===== src/rtl/osc_freq_meter.sv =====
// Ring-oscillator frequency meter: enables the oscillator, lets it settle, then
// counts synchronised rising edges over a fixed window of reference-clock cycles.
module osc_freq_meter #(
  parameter int GATE_CYCLES   = 1000,
  parameter int SETTLE_CYCLES = 16,
  parameter int CNT_W         = 16,
  parameter int TMR_W         = 16
) (
  input  logic             i_clk,
  input  logic             i_rst,
  input  logic             i_start,
  input  logic             i_osc_in,
  output logic             o_osc_ena,
  output logic             o_busy,
  output logic             o_valid,
  output logic [CNT_W-1:0] o_count,
  output logic             o_overflow
);

  typedef enum logic [1:0] {
    S_IDLE    = 2'd0,
    S_SETTLE  = 2'd1,
    S_MEASURE = 2'd2,
    S_DONE    = 2'd3
  } state_t;

  localparam logic [TMR_W-1:0] SETTLE_LOAD = TMR_W'(SETTLE_CYCLES - 1);
  localparam logic [TMR_W-1:0] GATE_LOAD   = TMR_W'(GATE_CYCLES - 1);
  localparam logic [CNT_W-1:0] CNT_MAX     = '1;

  state_t           r_state;
  state_t           w_state_next;
  logic             r_s1;
  logic             r_s2;
  logic             r_s3;
  logic             w_rise;
  logic [TMR_W-1:0] r_timer;
  logic             w_timer_zero;
  logic [CNT_W-1:0] r_edge_cnt;
  logic             r_ovf;
  logic [CNT_W-1:0] w_cnt_next;
  logic             w_ovf_next;
  logic             w_count_evt;
  logic             w_cnt_sat;
  logic [CNT_W-1:0] r_count;
  logic             r_overflow;

  assign w_rise       = r_s2 & ~r_s3;
  assign w_timer_zero = (r_timer == '0);
  assign w_count_evt  = (r_state == S_MEASURE) && w_rise;
  assign w_cnt_sat    = (r_edge_cnt == CNT_MAX);
  // Saturating increment; a rise arriving at full scale only flags overflow.
  assign w_cnt_next   = (w_count_evt && !w_cnt_sat) ? r_edge_cnt + 1'b1 : r_edge_cnt;
  assign w_ovf_next   = r_ovf | (w_count_evt && w_cnt_sat);

  always_ff @(posedge i_clk) begin
    if (i_rst) begin
      r_state <= S_IDLE;
    end else begin
      r_state <= w_state_next;
    end
  end

  always_comb begin
    w_state_next = r_state;
    case (r_state)
      S_IDLE:    if (i_start) w_state_next = S_SETTLE;
      S_SETTLE:  if (w_timer_zero) w_state_next = S_MEASURE;
      S_MEASURE: if (w_timer_zero) w_state_next = S_DONE;
      S_DONE:    w_state_next = S_IDLE;
      default:   w_state_next = S_IDLE;
    endcase
  end

  always_comb begin
    o_osc_ena = (r_state == S_SETTLE) || (r_state == S_MEASURE);
    o_busy    = (r_state != S_IDLE);
    o_valid   = (r_state == S_DONE);
  end

  always_ff @(posedge i_clk) begin
    if (i_rst) begin
      r_s1       <= 1'b0;
      r_s2       <= 1'b0;
      r_s3       <= 1'b0;
      r_timer    <= '0;
      r_edge_cnt <= '0;
      r_ovf      <= 1'b0;
      r_count    <= '0;
      r_overflow <= 1'b0;
    end else begin
      r_s1 <= i_osc_in;
      r_s2 <= r_s1;
      r_s3 <= r_s2;
      case (r_state)
        S_IDLE: begin
          if (i_start) begin
            r_timer    <= SETTLE_LOAD;
            r_edge_cnt <= '0;
            r_ovf      <= 1'b0;
          end
        end
        S_SETTLE: begin
          r_timer <= w_timer_zero ? GATE_LOAD : r_timer - 1'b1;
        end
        S_MEASURE: begin
          r_edge_cnt <= w_cnt_next;
          r_ovf      <= w_ovf_next;
          if (w_timer_zero) begin
            // Latch including the final gate cycle's rise so COUNT is valid in DONE.
            r_count    <= w_cnt_next;
            r_overflow <= w_ovf_next;
          end else begin
            r_timer <= r_timer - 1'b1;
          end
        end
        default: begin
        end
      endcase
    end
  end

  assign o_count    = r_count;
  assign o_overflow = r_overflow;

endmodule


===== config.mk =====
export PLATFORM = sky130hd
export DESIGN_NAME = osc_freq_meter
export DESIGN_NICKNAME = d
export VERILOG_FILES = /design/src/rtl/osc_freq_meter.sv
export SDC_FILE = /design/constraint.sdc
export NUM_CORES = 1
export LEC_CHECK = 0
export BUFFER_PORTS_ARGS = -buffer_cell sky130_fd_sc_hd__buf_2
export CORE_MARGIN = 2
export CORE_UTILIZATION = 54
export CTS_CLUSTER_SIZE = 25
export DETAILED_ROUTE_END_ITERATION = 7
export GPL_ROUTABILITY_DRIVEN = 0
export PLACE_DENSITY = 0.81
export SYNTH_ARGS = -nofsm -noshare
export SYNTH_HDL_FRONTEND = slang
export SYNTH_SLANG_ARGS = --single-unit

===== constraint.sdc =====
create_clock -name i_clk -period 3.8 [get_ports i_clk]
set_clock_uncertainty 0.05 [all_clocks]
set_input_delay 0.19 -clock i_clk [delete_from_list [all_inputs] [get_ports i_clk]]
set_output_delay 0.19 -clock i_clk [all_outputs]
set_load 0.05 [all_outputs]

Word-level counts from Yosys, hierarchy flattened
Index checks and enable logic that the tools add are counted.
{ "classes": {"add_sub_neg": 2, "n_eq_ne": 8, "muxes": 13, "n_bitwise": 3, "reduce_logical": 14} }
{ "ops": {"columns": ["op", "n"], "rows": [
  ["2-to-1 mux 16 bit", 5],
  ["one-hot mux 16 bit (3 select lines)", 1],
  ["one-hot mux 16 bit (2 select lines)", 1],
  ["adder 16 x 1 -> 16 bit (second input constant)", 1],
  ["== test 16 bit (second input constant)", 1],
  ["zero test 16 bit", 1],
  ["subtractor 16 x 1 -> 16 bit (second input constant)", 1],
  ["!= test 2 bit (second input constant)", 4],
  ["one-hot mux 2 bit (4 select lines)", 1],
  ["2-to-1 mux 2 bit", 3],
  ["AND reduction 3 bit", 2],
  ["== test 2 bit (second input constant)", 2],
  ["AND reduction 2 bit", 2],
  ["nonzero test 2 bit", 2],
  ["logical AND 1 bit", 3],
  ["nonzero test 3 bit", 1],
  ["== test 2 x 1 -> 1 bit (second input constant)", 1],
  ["zero test 2 bit", 1],
  ["one-hot mux 1 bit (2 select lines)", 1],
  ["AND 1 bit", 1],
  ["zero test 1 bit", 1],
  ["logical OR 1 bit", 1],
  ["2-to-1 mux 1 bit", 1],
  ["inverter 1 bit", 1],
  ["bitwise OR 1 bit", 1]
]} }
{ "totals": {"register_bits": 55, "input_bits": 4, "output_inout_bits": 20, "wordCells": 49} }

Depth between registers and ports, before layout
Gate-level depths: netlist of run 1.
{ "logic_depth": {"ltp_word": 6, "depth_mapped": 8, "mapped_depth_nobuf": 7} }

Least setup slack after synthesis of run 1
OpenSTA, ideal clock, no wires.
{ "synth_path": {"kind": "register to register", "startpoint": "register r_state[0]", "endpoint": "register r_timer[10]", "setup_ps": 64, "arrival_time_ps": 1818, "required_time_ps": 3686, "path_slack_ps": 1867, "stages_incl_launch_ff": 8, "n_path_buf": 0, "synth_period_minus_slack_ps": 1933, "cell_sequence": "dfxtp_1 > inv_1 > ha_1 > nor2b_1 > nand2_1 > o21ai_0 > a21oi_2 > nor2_1"} }
{ "synth_between": {"elab_chain_len": 3, "elab_cells_between_ends": 8, "cone_classes": "eq/ne (4); mux (1); reduce/logical (3)"} }
{ "synth_rtl": {"columns": ["item", "line", "source"], "rows": [
  ["start, declared", "31", "state_t r_state;"],
  ["start signal, assigned", "60", "r_state <= w_state_next;"],
  ["== test 2 bit, or another cell as far along", "95", "case (r_state)"],
  ["!= test 2 bit (no source line) or nonzero test 3 bit (tied branches)", null, null],
  ["AND reduction 3 bit (no source line)", null, null],
  ["end signal, assigned", "104", "r_timer <= w_timer_zero ? GATE_LOAD : r_timer - 1'b1;"],
  ["end signal, assigned", "114", "r_timer <= r_timer - 1'b1;"],
  ["end, declared", "37", "logic [TMR_W-1:0] r_timer;"]
]} }
Several ways; a longest one is shown, not always the timed one.
A chain may end at the register's enable or synchronous reset.

Worst setup path in the final report of run 1
{ "layout_path": {"startpoint": "register r_state[0]", "endpoint": "register r_edge_cnt[13]"} }
{ "layout_between": {"elab_chain_len": 5, "elab_cells_between_ends": 9, "cone_classes": "eq/ne (2); mux (2); reduce/logical (5)"} }
{ "layout_rtl": {"columns": ["item", "line", "source"], "rows": [
  ["== test 2 bit", "50, 95", null],
  ["logical AND 1 bit", "50", "assign w_count_evt = (r_state == S_MEASURE) && w_rise;"],
  ["logical AND 1 bit", "53", "assign w_cnt_next = (w_count_evt && !w_cnt_sat) ? r_edge_cnt + 1'b1 : r_edge_cnt;"],
  ["2-to-1 mux 16 bit", "53", null],
  ["one-hot mux 16 bit (2 select lines)", "95", null],
  ["end signal, assigned", "107", "r_edge_cnt <= w_cnt_next;"],
  ["end, declared", "39", "logic [CNT_W-1:0] r_edge_cnt;"]
]} }
Several ways; a longest one is shown, not always the timed one.

==> impl_metrics.yaml, run 1 <==
status:
  status: "finished clean"
final_layout:
  final_nets: 381
  drive_above_1_share_pct: 16.13
  syn_to_final_growth_pct: 6.360
  design_area_mm2: 0.003264
  num_antenna_cells: 0
  fillers: 516
yosys:
  synth.distinct_cells: 55
  yosysTopAreaCell: "dfxtp_1"
  synth_fp_nets: 369
  synth_top_cell_area_share_pct: 35.87
  ys_warn_count: 0
  synth_area_per_cell_um2: 8.549
  ys_top_cells_by_count: "dfxtp_1 (55), nor2_1 (44), nand2_1 (29)"
  ys.flop_type: "dfxtp_1"
  synth_cells: 359
  synth-async-reset-ratio_pct: 0
  synth_area_leaders: "dfxtp_1 (36%), a211oi_2 (5.7%), nor2_1 (5.4%)"
  synth-edff-count: 0
  ys_seq_elements: 55
  netlist_area_mm2: 0.003069
  yosysMostFrequentCell: "dfxtp_1"
  seq_area_frac_synth_pct: 35.87
sta:
  fin_tns_setup_ps: 0
  period_minus_slack_ps: 2649
  hold_viol: 0
  relSlewSlack_pct: 28.59
  tightestPinTransition_ps: 1067
  clock.fmax_mhz: 377.6
  timing.final.crit_share_pct: 69.70
  setup_viol: 0
  hold_slack_ps: 39.07
  rsz0062_at_grt: "no"
  finalMaxSlewViolations: 0
floorplan:
  row_count: 27
  die_area_mm2: 0.006303
  die_y_um: 79.39
  start_util_pct: 55.74
  core_area_mm2: 0.005507
  num_io_pins: 24
  die_x_um: 79.39
setup_path:
  cp.required_ps: 3980
  reg2reg_to: "r_edge_cnt[13]"
  worst-setup-path-type: "reg -> reg"
  cp-end-kind: "register"
  arrival_ps: 2830
  reg2reg_depth: 6
  r2r_setup_slack_ps: 1150
  startpoint: "r_state[0]"
  start_kind: "register"
  critPathCapture: "r_edge_cnt[13]"
  reg2reg_from: "r_state[0]"
  crit_fanout: 18
clock_network:
  clk_pin_slew_worst_paths_ps: 100
  clkSinkCount: 55
  cts_tree: "built"
  post_cts_buffers: 0
  cts.repair.resized: 0
  h-tree-depth: 2
  clockBufferDepth: 2
  clockRootBuffer: "clkbuf_8"
  clk_latency_ps: 310
  numCtsBuffers: 5
  cts_hold_buf: 0
power_and_ir_drop:
  power_density_mw_per_mm2: 641.1
  p_total_mw: 2.093
  vdd_drop_max_mv: 0.6389
  p_leak_nw: 1.153
grt:
  grt_pass1_wl_um: 11390
  track_usage_pct: 22.40
  grt_pass1_vias: 2492
  antenna_found_initial: 0
  grt_overflow_total: 0
  grt_max_degree: 42
routing:
  routed_wl_um: 6493
  wire_per_inst_um: 14.62
  drt_iter0_markers: 223
  drc: 0
  vias: 2663
  vias_per_cell: 5.998
  ant_nets: 0
  first_pass_iters: 4
worst_hold_path:
  hold_start: "i_osc_in"
  hp-class: "in -> reg"
job:
  cap_viol_max_count: 0
place:
  port_buffers: 23
  place.detailed.hpwl_um: 4561
  place_area_mm2: 0.003179
-- flip-flops by register name, indices dropped and copies added, names as in the netlist, 2 cells and up --
register    flops
r_state         2
r_timer        16
r_edge_cnt     16
o_count        16
-- logic make-up (layout without fill, tap and decap cells) --
| kind of cell | Yosys count | in the layout | share of synthesized area [%] |
|---|---|---|---|
| AO/OA/AOI/OAI | 86 | 86 | 20.79 |
| XOR/XNOR | 20 | 20 | 5.707 |
| adder cells (fa/ha/maj) | 6 | 6 | 2.446 |
| buffers and inverters | 30 | 43 | 4.688 |
| flip-flops | 55 | 55 | 35.87 |
| multiplexers | 3 | 3 | 0.9784 |
| AND/OR/NAND/NOR | 159 | 159 | 29.51 |
-- power breakdown --
part,switching (mW),total (mW),internal [mW]
clock,0.191,0.320,0.129
combinational,0.689,1.03,0.340
sequential,0.0836,0.743,0.659
-- placed cells by master, fill, tap and decap left out, types with 3 or more instances in the layout --
master,Yosys,routed
a211oi_1,4,4
a211oi_2,14,14
a21oi_1,16,16
a31oi_1,17,17
and2_1,4,4
and4_1,5,5
buf_2,10,23
clkbuf_8,0,5
dfxtp_1,55,55
ha_1,6,6
inv_1,11,11
mux2i_1,3,3
nand2_1,29,29
nand2b_1,7,7
nand3_1,18,18
nand4_1,10,10
nor2_1,44,44
nor2b_1,7,7
nor3_1,7,7
nor4_1,3,3
o2111ai_1,5,5
o211ai_1,3,3
o21ai_0,13,13
o311ai_0,3,3
or3_1,5,5
xnor2_1,5,5
xor2_1,15,15
-- how the worst min path moves through the flow --
stage | endpoint | slack, ps | cells after the start
floorplan | r_s1 | 270 | 1
global placement | r_s1 | 360 | 2
detailed placement | r_s1 | 360 | 2
global route | r_s1 | 30 | 2
finish | r_s1 | 40 | 2
CTS | r_s1 | 40 | 2
-- area by class of cell --
| cell class | instances | area, um2 | area share, % |
|---|---|---|---|
| well taps | 72 | 90.09 | 2.760 |
| clock buffers | 6 | 72.57 | 2.223 |
| multi-input cells | 274 | 1824 | 55.88 |
| repair buffers | 24 | 122.6 | 3.756 |
| clock inverters | 2 | 12.51 | 0.3833 |
| inverters | 11 | 41.29 | 1.265 |
| flip-flops and latches | 55 | 1101 | 33.73 |
-- worst max-delay path, stage by stage, from the launching register on --
cell and delay [ps]:
dfxtp_1 350, inv_1 90, ha_1 430, nand2_1 320, nor2_1 890, a41oi_1 250, a31oi_1 200
-- per-layer routing --
layer	share of wire, %	up-vias	GRT usage (%)
met5	0	-	0
met4	0.79	0	8.276
met3	5.2	5	4.525
met2	48	72	36.27
met1	46	1256	29.59
li1	-	1330	-
-- stage by stage --
stage          util [%]  std cells  worst slack [ps]
2_1_floorplan         -        359              1867
3_3_place_gp      57.74        436              1351
3_5_place_dp      57.74        436              1217
4_1_cts           59.28        444              1184
5_1_grt           59.28        444             878.6
6_report          59.28        444              1151
Note: power is estimated with default switching activity, not from simulation.
==> run 2, diff against run 1 <==
==> constraint.sdc (replaced) <==
create_clock -name i_clk -period 2.5 [get_ports i_clk]
set_clock_uncertainty 0.05 [all_clocks]
set_input_delay 0.125 -clock i_clk [delete_from_list [all_inputs] [get_ports i_clk]]
set_output_delay 0.125 -clock i_clk [all_outputs]
set_load 0.05 [all_outputs]
==> run 2 against run 1 <==
  * Clock power rose by 56%
  * Utilization increased by 1.2 points
  * Register-to-register slack lost 880 ps
  * Highest routed layer unchanged
==> impl_metrics.yaml, run 2 (same netlist as run 1, synthesis figures left out) <==
status:
  status: "finished clean"
clock_network:
  post_cts_buffers: 0
  cts.repair.resized: 0
  h-tree-depth: 2
  numCtsBuffers: 5
  clockRootBuffer: "clkbuf_8"
  clockBufferDepth: 2
  clk_pin_slew_worst_paths_ps: 100
  clkSinkCount: 55
  cts_tree: "built"
  clk_latency_ps: 320
routing:
  vias: 2731
  wl_met2_um: 3210
  dr_wl_met3_um: 415
  drt-met1-wl_um: 3081
  dr.max_layer_used: "met4"
  drt_iter0_markers: 178
  vias_per_cell: 6.042
  first_pass_iters: 5
  wire_per_inst_um: 15.05
  drc: 0
  ant_nets: 0
  routed_wl_um: 6803
sta:
  timing.final.crit_share_pct: 89.07
  rsz0062_at_grt: "no"
  setup_viol: 0
  tightestPinTransition_ps: 675.8
  hold_viol: 0
  finalMaxSlewViolations: 0
  fin_ws_ps: 273.3
  relSlewSlack_pct: 54.47
  fin_tns_setup_ps: 0
  clock.fmax_mhz: 449.1
  period_minus_slack_ps: 2227
job:
  cap_viol_max_count: 0
setup_path:
  arrival_ps: 2420
  start_kind: "register"
  cp.required_ps: 2690
  startpoint: "r_edge_cnt[0]"
  crit_fanout: 8
  cp-end-kind: "register"
  reg2reg_from: "r_edge_cnt[0]"
  worst-setup-path-type: "reg -> reg"
worst_hold_path:
  hp-class: "in -> reg"
  hold_start: "i_rst"
place:
  post-place-ws_ps: 330.0
  place_area_mm2: 0.003232
  port_buffers: 23
  place.detailed.hpwl_um: 4908
final_layout:
  final_nets: 389
  final_common_cell: "dfxtp_1"
  seqCellArea_mm2: 0.001101
  fillers: 478
  syn_to_final_growth_pct: 8.520
  num_antenna_cells: 0
  final_cell_mix: "dfxtp_1 (55), nor2_1 (44), nand2_1 (29)"
  drive_above_1_share_pct: 17.89
  design_area_mm2: 0.003331
  multi_input_area_mm2: 0.001824
grt:
  antenna_found_initial: 0
  grt_max_degree: 19
  track_usage_pct: 22.15
  grt_pass1_vias: 2408
  grt_pass1_wl_um: 11120
  grt_overflow_total: 0
power_and_ir_drop:
  p_leak_nw: 1.192
  power_density_mw_per_mm2: 974.8
  vdd_drop_max_mv: 0.9717
floorplan:
  start_util_pct: 55.74
  row_count: 27
  die_x_um: 79.39
  core_area_mm2: 0.005507
  die_y_um: 79.39
  die_area_mm2: 0.006303
  num_io_pins: 24
run 2: cell types whose count changed in the layout (fill, tap and decap cells not counted):
cell,before,now
clkinvlp_4,1,2
buf_4,1,8
clkbuf_1,1,0
dlygate4sd3_1,0,1
run 2: repair_timing:
item | in CTS | in global routing
endpoints found under the hold margin | 1 | 0
hold buffers | 1 | 0
setup endpoints to repair | 0 | 0
run 2: stage by stage:
stage               cells  hold slack (ps)  total power, mW  utilization, %
global placement      443            290.7            2.695           58.69
CTS                   452            184.2            3.249           60.49
detailed placement    443            296.8            2.746           58.69
floorplan             359            203.2            2.410               -
finish                452            197.0            3.247           60.49
global route          452            209.9            3.462           60.49
run 2: power breakdown:
part	leakage [nW]	total (mW)	switching, mW	internal [mW]
clock network	0.0402	0.498	0.303	0.196
registers	0.446	1.13	0.131	1.00
logic	0.706	1.61	1.07	0.546
run 2: metal layers:
metal  GRT usage [%]  vias up
li1                -     1353
met1           29.90     1276
met2           36.02       91
met3           4.072       11
met4           6.897        0
met5               0        -
run 2: critical path, cell delays in order (launching register included):
cell and delay (ps):
dfxtp_1 440, ha_1 360, nand4_1 150, nor3_1 400
nand4_1 230, or3_1 350, mux2i_1 160
run 2: final timing paths:
| check | endpoint | slack (ps) | cells after the start |
|---|---|---|---|
| max | r_edge_cnt[10] | 270 | 6 |
| min | o_count[12] | 200 | 2 |
| max reg2reg | r_edge_cnt[10] | 270 | 6 |
| min reg2reg | r_s2 | 410 | 1 |
run 2: layout make-up:
cell class / instances / share of cell area [%]
Inverter: 11 / 1.240
Clock inverter: 3 / 0.6011
Clock buffer: 5 / 2.066
Multi-Input combinational cell: 274 / 54.77
Sequential cell: 55 / 33.06
Timing Repair Buffer: 32 / 5.560
Tap cell: 72 / 2.705
